$ cat config.mk
export PLATFORM = sky130hd
export DESIGN_NAME = hamming_decoder_pipe
export DESIGN_NICKNAME = d
export VERILOG_FILES = /design/src/rtl/hamming_pkg.sv /design/src/rtl/hamming_syndrome_correct.sv /design/src/rtl/hamming_decoder_pipe.sv
export SDC_FILE = /design/constraint.sdc
export NUM_CORES = 1
export LEC_CHECK = 0
export ABC_AREA = 0
export BUFFER_PORTS_ARGS = -buffer_cell sky130_fd_sc_hd__clkbuf_2
export CAP_MARGIN = 40
export CORE_MARGIN = 8
export CORE_UTILIZATION = 38
export DETAILED_ROUTE_END_ITERATION = 7
export GPL_TIMING_DRIVEN = 0
export PLACE_DENSITY_LB_ADDON = 0.25
export SLEW_MARGIN = 20
export SYNTH_ARGS = -nofsm -noshare
export SYNTH_HDL_FRONTEND = slang
export SYNTH_HIERARCHICAL = 1
export SYNTH_SLANG_ARGS = --single-unit
$ cat constraint.sdc
create_clock -name clk -period 1.95 [get_ports clk]
set_input_delay 0.0975 -clock clk [delete_from_list [all_inputs] [get_ports clk]]
set_output_delay 0.0975 -clock clk [all_outputs]
set_load 0.05 [all_outputs]
$ cat src/rtl/hamming_pkg.sv
// Shared Hamming(7,4) definitions: codeword bit map, word types and syndrome function.
// Used by both the encoder and the decoder so the bit map has a single source.
package hamming_pkg;

    localparam int unsigned CODE_W = 7;
    localparam int unsigned DATA_W = 4;
    localparam int unsigned SYN_W  = 3;

    localparam int unsigned P1_IDX = 0;
    localparam int unsigned P2_IDX = 1;
    localparam int unsigned D0_IDX = 2;
    localparam int unsigned P4_IDX = 3;
    localparam int unsigned D1_IDX = 4;
    localparam int unsigned D2_IDX = 5;
    localparam int unsigned D3_IDX = 6;

    typedef logic [CODE_W-1:0] codeword_t;
    typedef logic [DATA_W-1:0] dataword_t;
    typedef logic [SYN_W-1:0]  syndrome_t;

    // {s4,s2,s1}; a non-zero value names the erroneous bit index S-1
    function automatic syndrome_t calc_syndrome(input codeword_t c);
        logic s1;
        logic s2;
        logic s4;
        s1 = c[P1_IDX] ^ c[D0_IDX] ^ c[D1_IDX] ^ c[D3_IDX];
        s2 = c[P2_IDX] ^ c[D0_IDX] ^ c[D2_IDX] ^ c[D3_IDX];
        s4 = c[P4_IDX] ^ c[D1_IDX] ^ c[D2_IDX] ^ c[D3_IDX];
        return {s4, s2, s1};
    endfunction

endpackage

$ cat src/rtl/hamming_syndrome_correct.sv
// Combinational single-error correction of one Hamming(7,4) codeword.
// Double-bit errors are miscorrected by design (SEC-only code).
module hamming_syndrome_correct
    import hamming_pkg::*;
(
    input  codeword_t code_i,
    output dataword_t data_o,
    output syndrome_t syn_o,
    output logic      err_o
);

    syndrome_t syn;
    codeword_t flip_mask;
    codeword_t fixed;

    always_comb begin
        syn       = calc_syndrome(code_i);
        flip_mask = '0;
        if (syn != '0) begin
            flip_mask = codeword_t'(1) << (syn - SYN_W'(1));
        end
        fixed  = code_i ^ flip_mask;
        data_o = {fixed[D3_IDX], fixed[D2_IDX], fixed[D1_IDX], fixed[D0_IDX]};
        syn_o  = syn;
        err_o  = (syn != '0);
    end

endmodule

$ cat src/rtl/hamming_decoder_pipe.sv
// Hamming(7,4) receive decoder: input stage, corrected-word output stage with
// valid/ready backpressure, and a saturating count of corrected words delivered.
module hamming_decoder_pipe
    import hamming_pkg::*;
#(
    parameter int unsigned CNT_W = 8
) (
    input  logic              clk,
    input  logic              rst_n,
    input  logic [CODE_W-1:0] code_in,
    input  logic              in_valid,
    output logic              in_ready,
    output logic [DATA_W-1:0] data_out,
    output logic [SYN_W-1:0]  syndrome_out,
    output logic              err_corr,
    output logic              out_valid,
    input  logic              out_ready,
    input  logic              clr_count,
    output logic [CNT_W-1:0]  corr_count
);

    logic      s1_valid_q, s1_valid_d;
    codeword_t s1_code_q,  s1_code_d;
    logic      s2_valid_q, s2_valid_d;
    dataword_t s2_data_q,  s2_data_d;
    syndrome_t s2_syn_q,   s2_syn_d;
    logic      s2_err_q,   s2_err_d;
    logic [CNT_W-1:0] cnt_q, cnt_d;

    dataword_t corr_data;
    syndrome_t corr_syn;
    logic      corr_err;

    logic s2_take;
    logic accept;
    logic s1_adv;

    hamming_syndrome_correct u_corr (
        .code_i (s1_code_q),
        .data_o (corr_data),
        .syn_o  (corr_syn),
        .err_o  (corr_err)
    );

    // Ready depends on out_ready and held state only, never on in_valid
    assign s2_take  = !s2_valid_q || out_ready;
    assign in_ready = rst_n && (!s1_valid_q || s2_take);
    assign accept   = in_valid && in_ready;
    assign s1_adv   = s1_valid_q && s2_take;

    always_comb begin
        s1_valid_d = s1_valid_q;
        s1_code_d  = s1_code_q;
        s2_valid_d = s2_valid_q;
        s2_data_d  = s2_data_q;
        s2_syn_d   = s2_syn_q;
        s2_err_d   = s2_err_q;
        cnt_d      = cnt_q;

        if (accept) begin
            s1_valid_d = 1'b1;
            s1_code_d  = code_in;
        end else if (s1_adv) begin
            s1_valid_d = 1'b0;
            s1_code_d  = '0;
        end

        if (s1_adv) begin
            s2_valid_d = 1'b1;
            s2_data_d  = corr_data;
            s2_syn_d   = corr_syn;
            s2_err_d   = corr_err;
        end else if (out_ready) begin
            s2_valid_d = 1'b0;
            s2_data_d  = '0;
            s2_syn_d   = '0;
            s2_err_d   = 1'b0;
        end

        // Clear wins over a same-cycle increment; count sticks at all-ones
        if (clr_count) begin
            cnt_d = '0;
        end else if (s2_valid_q && out_ready && s2_err_q && (cnt_q != '1)) begin
            cnt_d = cnt_q + CNT_W'(1);
        end
    end

    always_ff @(posedge clk) begin
        if (!rst_n) begin
            s1_valid_q <= 1'b0;
            s1_code_q  <= '0;
            s2_valid_q <= 1'b0;
            s2_data_q  <= '0;
            s2_syn_q   <= '0;
            s2_err_q   <= 1'b0;
            cnt_q      <= '0;
        end else begin
            s1_valid_q <= s1_valid_d;
            s1_code_q  <= s1_code_d;
            s2_valid_q <= s2_valid_d;
            s2_data_q  <= s2_data_d;
            s2_syn_q   <= s2_syn_d;
            s2_err_q   <= s2_err_d;
            cnt_q      <= cnt_d;
        end
    end

    assign out_valid    = s2_valid_q;
    assign data_out     = s2_data_q;
    assign syndrome_out = s2_syn_q;
    assign err_corr     = s2_err_q;
    assign corr_count   = cnt_q;

endmodule

* Yosys cells after proc, flatten, opt, wreduce, memory -nomap -nowiden
Cells that the tools add are included.
** Word-level totals
- Register bits after elaboration :: 25
- Input bits :: 12
- Output and inout port bits :: 18
- Logic and storage cells :: 48
** Cells by class
- Add/subtract/negate cells :: 2
- Equality and inequality tests :: 1
- Shifts and indexed selects :: 1
- Mux-type cells :: 12
- Bitwise operators :: 11
- Reductions and logical operators :: 14
** Operators by type and width (count)
- $mux W7 :: 3
- $xor A1 B1 Y1 :: 9
- $add A8 B1 Y8 const B :: 1
- $mux W4 :: 2
- $ne A8 B8 Y1 const B :: 1
- $shl A1 B3 Y7 const A :: 1
- $xor A7 B7 Y7 :: 1
- $logic_and A1 B1 Y1 :: 6
- $mux W3 :: 2
- $mux W1 :: 5
- $reduce_bool A2 Y1 :: 2
- $reduce_bool A3 Y1 :: 1
- $sub A3 B1 Y3 const B :: 1
- $logic_not A1 Y1 :: 2
- $logic_or A1 B1 Y1 :: 2
- $reduce_or A2 Y1 :: 1
- $not A1 Y1 :: 1

* Logic depth before layout (Yosys ltp)
Gate-level depths: netlist of the first run.
- Depth after elaboration :: 8
- Mapped depth :: 8
- Mapped depth without buffers :: 7

* Hierarchy
The synthesis of the first run kept the hierarchy.
** Modules (own cells, without submodules)
- hamming_decoder_pipe :: times used 1, cells each 125, area each 1097.3 µm², sequential area each 500.5 µm²
- hamming_syndrome_correct :: times used 1, cells each 41, area each 272.8 µm², sequential area each 0.0 µm²

* Worst setup path after synthesis of the first run
OpenSTA, ideal clock, no wires.
- Kind :: register to register
- Start :: reg s2_valid_q (netlist: out_valid)
- End :: reg cnt_q[5] (netlist: corr_count[5])
- Arrival time :: 1.740 ns
- Required time :: 1.880 ns
- Slack :: 0.140 ns
- Cell stages (with the launch flop) :: 5
- Period minus slack after synthesis :: 1.810 ns
- Path through :: dfxtp_1 and3_4 nand4_4 or4_1 a21oi_1
** Between the ends
- Word-level cells in the longest chain between the ends :: 3
** Ends and longest elaborated chain
- start, declared :: RTL line hamming_decoder_pipe.sv:24 : logic s2_valid_q, s2_valid_d;
- start signal, assigned :: RTL line hamming_decoder_pipe.sv:100 : s2_valid_q <= s2_valid_d;
- $logic_and A1 B1 Y1 (3 in series) :: RTL line hamming_decoder_pipe.sv:83 : end else if (s2_valid_q && out_ready && s2_err_q && (cnt_q != '1)) begin
- end signal, assigned :: RTL line hamming_decoder_pipe.sv:104 : cnt_q <= cnt_d;
- end, declared :: RTL line hamming_decoder_pipe.sv:28 : logic [CNT_W-1:0] cnt_q, cnt_d;
Every way passes these cells.
A chain may end at the register's enable or synchronous reset.

* Worst setup path in the final report of the first run
- Start :: reg s1_code_q[2]
- End :: reg s2_data_q[3] (netlist: data_out[3])
** Between the ends
- Word-level cells in the longest chain between the ends :: 8
** Ends and longest elaborated chain
- start, declared :: RTL line hamming_decoder_pipe.sv:23 : codeword_t s1_code_q, s1_code_d;
- start signal, assigned :: RTL line hamming_decoder_pipe.sv:99 : s1_code_q <= s1_code_d;
- $xor A1 B1 Y1 (on tied branches) (3 in series) :: RTL line hamming_pkg.sv:26, hamming_pkg.sv:27
- $sub A3 B1 Y3 :: RTL line hamming_syndrome_correct.sv:20 : flip_mask = codeword_t'(1) << (syn - SYN_W'(1));
- $shl A1 B3 Y7 :: RTL line hamming_syndrome_correct.sv:20
- $mux W7 * :: RTL line hamming_syndrome_correct.sv:19 : if (syn != '0) begin
- $xor A7 B7 Y7 * :: RTL line hamming_syndrome_correct.sv:22 : fixed = code_i ^ flip_mask;
- via corr_data[3] :: RTL line hamming_decoder_pipe.sv:30 : dataword_t corr_data;
- $mux W4 * :: RTL line hamming_decoder_pipe.sv:68 : if (s1_adv) begin
- end signal, assigned :: RTL line hamming_decoder_pipe.sv:101 : s2_data_q <= s2_data_d;
- end, declared :: RTL line hamming_decoder_pipe.sv:25 : dataword_t s2_data_q, s2_data_d;
Mark *: on every way through the listed nets, which the timed path passes. The rest lies on a longest branch.

==> results of run 1 <==
==> kinds of logic after synthesis <==
| logic type | share of synthesized area [%] |
|---|---|
| and+or+nand+nor | 29.7 |
| muxes | 1.46 |
| adders and majority gates | 0.913 |
| AOI/OAI and AO/OA | 18.9 |
| buffers and inverters | 3.74 |
| DFF | 36.5 |
| xor gates and xnor gates | 8.77 |
==> placed cells by master, fill, tap and decap left out, types with 8 or more instances in the layout <==
master     n
a21boi_0  16
clkbuf_2  31
dfxtp_1   25
nand2_1   21
nand3_1   13
nand3b_1   9
nor2_1     8
==> worst max-delay path, cell delays in order, from the launching register on <==
cell	delay, ns
dfxtp_1	0.49
xor2_1	0.53
nor2_1	0.14
o21a_1	0.19
a211oi_1	0.16
nand2_1	0.08
a21boi_0	0.14
==> routing by layer <==
layer	vias up	routed length [microns]	global-route usage [%]	part of all wire [%]
li1	669	-	-	-
met1	591	1590	13.7	52
met2	21	1300	16.4	43
met3	4	107	1.89	3.5
met4	0	41	4.12	1.3
met5	-	0	0	0
==> power breakdown <==
group          switching (mW)  internal (mW)
combinational           0.123         0.0838
clock                   0.154         0.0800
sequential             0.0154          0.525
total                   0.292          0.689
==> path summary, 6_finish.rpt <==
check	depth (start not counted)	end
worst min-delay path	3	s1_code_q[3]$_SDFFE_PN0P_
worst max-delay path	6	data_out[3]$_SDFFE_PN0P_
worst max register to register	6	data_out[3]$_SDFFE_PN0P_
worst min register to register	2	s1_code_q[4]$_SDFFE_PN0P_
==> through the flow <==
stage          setup slack [ns]  hold WS (ns)  total power [mW]  utilization (%)  cells
2_1_floorplan             0.140         0.236             0.693                -    166
3_3_place_gp              0.174         0.337             0.741             44.4    243
3_5_place_dp              0.203         0.341             0.740             44.4    243
4_1_cts                   0.171       0.00437             0.981             46.5    252
5_1_grt                  0.0394       0.00490              1.04             47.0    254
6_report                  0.155        0.0101             0.981             47.0    254
==> cell type report <==
| type | count | area (sq um) |
|---|---|---|
| inverter | 4 | 15.0 |
| sequential | 25 | 500 |
| fill | 386 | 1880 |
| clock buffer | 4 | 26.3 |
| multi-input combinational | 128 | 818 |
| tap | 48 | 60.1 |
| buffer | 9 | 37.5 |
| timing repair buffer | 36 | 210 |
==> registers in the layout (all words and copies together), names as in the netlist <==
register / flops
data_out: 4
s1_valid_q: 1
corr_count: 8
s1_code_q: 7
syndrome_out: 3
err_corr: 1
out_valid: 1
==> repair_timing <==
item | in CTS | in global routing
setup buffers | 0 | 2
endpoints found under the hold margin | 5 | 0
resized for setup | 0 | 2
endpoints found under the setup margin | 0 | 2
hold buffers | 5 | 0
==> flow_metrics.env, run 1 <==
export IMPL_vias=1285
export IMPL_antenna_left=0
export IMPL_p_leak_nw=0.659
export IMPL_async_flop_share_pct=0
export IMPL_dp_hpwl_microns=2290
export IMPL_gr_usage_all_layers_pct=10.5
export IMPL_grt_pass1_vias=1160
export IMPL_arrival_ns=2.05
export IMPL_clock_skew_ns=0.00475
export IMPL_fin_tns_setup_ns=0
export IMPL_slew_viol_final=0
export IMPL_hp_class="primary input to register"
export IMPL_start_kind="register"
export IMPL_synth_seq_cells=25
export IMPL_worstSetupStartpoint="s1_code_q[2]$_SDFFE_PN0P_"
export IMPL_synth_top_cell_area_share_pct=36.5
export IMPL_overflow=0
export IMPL_ys_warn_count=6
export IMPL_min_period_ns=1.79
export IMPL_drt_pass1_iterations=4
export IMPL_num_rows=22
export IMPL_place_area_sq_um=1580
export IMPL_setup_violations=0
export IMPL_grt_max_degree=14
export IMPL_worstMarginPinSlew_ns=0.607
export IMPL_die_w_microns=76.0
export IMPL_diodes=0
export IMPL_synth_top_area_cell="dfxtp_1"
export IMPL_numCtsBuffers=3
export IMPL_synth_nets=179
export IMPL_synth_ff_type="dfxtp_1"
export IMPL_drive_gt1_share_pct=20.4
export IMPL_final_net_count=220
export IMPL_min_period_over_period_pct=92.0
export IMPL_cts_tree="yes"
export IMPL_synth_common_cells="dfxtp_1, nand2_1, a21boi_0"
export IMPL_grt_pass1_wl_microns=5240
export IMPL_via_per_inst=5.06
export IMPL_synth_area_top_cells="dfxtp_1, a21boi_0, nand2_1, nand3b_1, nand3_1"
export IMPL_core_area_sq_um=3550
export IMPL_worst_setup_path_end_kind="register"
export IMPL_ys_types=38
export IMPL_gp_congestion=0.869
export IMPL_relSlewSlack_pct=59.4
export IMPL_rr_startpoint="s1_code_q[2]$_SDFFE_PN0P_"
export IMPL_final_cell_area_sq_um=1670
export IMPL_num_io_pins=30
export IMPL_cts_sinks=25
export IMPL_drt_iter0_drc=89
export IMPL_cp_max_fo=9
export IMPL_max_freq_ghz=0.557
export IMPL_dieArea_sq_um=5780
export IMPL_critical_path_class="register to register"
export IMPL_area_delta_synth_final_pct=21.7
export IMPL_die_y_microns=76.0
export IMPL_min_from="code_in[3]"
export IMPL_root_buffer="clkbuf_4"
export IMPL_grt_antenna_before_repair=0
export IMPL_finalHoldViolCount=0
export IMPL_synth_edff_count=0
export IMPL_start_util_pct=38.6
export IMPL_status="finished clean"
export IMPL_synth_area_per_cell_sq_um=8.25
export IMPL_synth_cells=166
export IMPL_rsz0062_at_grt="no"
export IMPL_clock_latency_ns=0.32
export IMPL_clock_path_buffers=2
export IMPL_cp_data_required_time_ns=2.21
export IMPL_cap_violations=0
export IMPL_seq_area_frac_synth_pct=36.5
export IMPL_wl_microns=3040
export IMPL_h_tree_depth=1
export IMPL_drc=0
export IMPL_port_buffers=29
export IMPL_vdd_drop_max_mv=0.253
export IMPL_yosysMostFrequentCell="dfxtp_1"
export IMPL_synth_area_sq_um=1370
export IMPL_r2r_slack_ns=0.16
export IMPL_p_per_area_nw_per_um2=588
export IMPL_wl_per_cell_microns=12.0
export IMPL_path_clk_slew_ns=0.14
Power figures use the tool's default switching activity.
==> inputs of run 2 (changes only) <==
--- a/config.mk
+++ b/config.mk
@@ -13,6 +13,7 @@
 export DETAILED_ROUTE_END_ITERATION = 7
 export GPL_TIMING_DRIVEN = 0
 export PLACE_DENSITY_LB_ADDON = 0.25
+export RECOVER_POWER = 25
 export SLEW_MARGIN = 20
 export SYNTH_ARGS = -nofsm -noshare
 export SYNTH_HDL_FRONTEND = slang
==> run 2 against run 1 <==
Net effect:
- highest routed layer unchanged
- global-route usage unchanged
- first-iteration DRC count unchanged
- maximum frequency up 0.38%
==> flow_metrics.env, run 2 (same netlist as run 1, synthesis figures left out) <==
export IMPL_status="finished clean"
export IMPL_relSlewSlack_pct=58.4
export IMPL_root_buffer="clkbuf_4"
export IMPL_drt_pass1_iterations=4
export IMPL_vias=1301
export IMPL_place_area_sq_um=1580
export IMPL_cts_tree="yes"
export IMPL_grt_pass1_wl_microns=5240
export IMPL_clock_path_buffers=2
export IMPL_mostFrequentLayoutCells="dfxtp_1, clkbuf_2, nand2_1"
export IMPL_dieArea_sq_um=5780
export IMPL_p_leak_nw=0.628
export IMPL_clock_skew_ns=0.00553
export IMPL_dp_hpwl_microns=2290
export IMPL_grt_antenna_before_repair=0
export IMPL_core_area_sq_um=3550
export IMPL_overflow=0
export IMPL_num_rows=22
export IMPL_max_freq_ghz=0.559
export IMPL_worstMarginPinSlew_ns=0.627
export IMPL_wl_microns=3040
export IMPL_vdd_drop_max_mv=0.252
export IMPL_path_clk_slew_ns=0.14
export IMPL_min_period_ns=1.79
export IMPL_h_tree_depth=1
export IMPL_preCtsSetupSlack_ns=0.203
export IMPL_nFillCells=388
export IMPL_fin_ws_ns=0.162
export IMPL_drt_iter0_drc=89
export IMPL_grt_max_degree=14
export IMPL_numCtsBuffers=3
export IMPL_drc=0
export IMPL_die_y_microns=76.0
export IMPL_final_cell_area_sq_um=1660
export IMPL_drive_gt1_share_pct=16.0
export IMPL_start_util_pct=38.6
export IMPL_cts_sinks=25
export IMPL_cp_data_required_time_ns=2.21
export IMPL_final_util_pct=46.7
export IMPL_clock_latency_ns=0.32
export IMPL_cap_violations=0
export IMPL_slew_viol_final=0
export IMPL_arrival_ns=2.05
export IMPL_gr_usage_all_layers_pct=10.5
export IMPL_cp_max_fo=9
export IMPL_die_w_microns=76.0
export IMPL_area_delta_synth_final_pct=20.9
export IMPL_antenna_left=0
export IMPL_finalPower_mw=0.979
export IMPL_num_io_pins=30
export IMPL_start_kind="register"
export IMPL_diodes=0
export IMPL_wl_per_cell_microns=12.0
export IMPL_hp_class="primary input to register"
export IMPL_rsz0062_at_grt="no"
export IMPL_setup_violations=0
export IMPL_final_common_cell="dfxtp_1"
export IMPL_fin_tns_setup_ns=0
export IMPL_largest_register_ffs=8
export IMPL_grt_pass1_vias=1160
export IMPL_worst_setup_path_end_kind="register"
export IMPL_via_per_inst=5.12
export IMPL_port_buffers=29
export IMPL_p_per_area_nw_per_um2=591
export IMPL_final_net_count=220
export IMPL_finalHoldViolCount=0
export IMPL_min_period_over_period_pct=91.7
export IMPL_gp_congestion=0.869
export IMPL_critical_path_class="register to register"
[run 2: power by group]
| group | total (mW) | internal, mW | switching (mW) |
|---|---|---|---|
| registers | 0.541 | 0.525 | 0.0154 |
| clock network | 0.233 | 0.0800 | 0.153 |
| logic | 0.205 | 0.0823 | 0.123 |
| total | 0.979 | 0.688 | 0.291 |
[run 2: timing repair]
item | 4_1_cts | 5_1_grt
setup buffers | 0 | 2
hold buffers | 5 | 0
hold endpoints to repair | 5 | 0
resized for setup | 0 | 2
endpoints found under the setup margin | 0 | 2
[run 2: layout make-up]
type	instances	area, sq um	area share [%]
Multi-Input combinational cell	128	818	49.4
Sequential cell	25	500	30.2
Timing Repair Buffer	36	199	12.0
Tap cell	48	60.1	3.63
Buffer	9	37.5	2.27
Clock buffer	4	26.3	1.59
Inverter	4	15.0	0.906
[run 2: worst paths after layout]
path,cells past startpoint,slack (ns),endpoint,from
setup reg to reg,6,0.16,data_out[3]$_SDFFE_PN0P_,s1_code_q[2]$_SDFFE_PN0P_
hold reg to reg,2,0.49,s1_code_q[4]$_SDFFE_PN0P_,s1_code_q[4]$_SDFFE_PN0P_
hold / removal,3,0.01,s1_code_q[3]$_SDFFE_PN0P_,code_in[3]
setup / recovery,6,0.16,data_out[3]$_SDFFE_PN0P_,s1_code_q[2]$_SDFFE_PN0P_
[run 2: critical path: stages, from the launching register on]
cell and delay, ns:
dfxtp_1 0.49, xor2_1 0.53, nor2_1 0.14, o21a_1 0.19, a211oi_1 0.16, nand2_1 0.08, a21boi_0 0.14
[run 2: metal layers]
layer / vias to the layer above / wire (microns) / track usage, %
li1: 668 / - / -
met1: 597 / 1570 / 13.7
met2: 32 / 1290 / 16.4
met3: 4 / 135 / 1.89
met4: 0 / 43 / 4.12
met5: - / 0 / 0
[run 2: per-stage QoR]
stage / hold slack, ns / instances
floorplan: 0.236 / 166
global placement: 0.337 / 243
detailed placement: 0.341 / 243
CTS: 0.00437 / 252
global route: 0.00490 / 254
finish: 0.0103 / 254
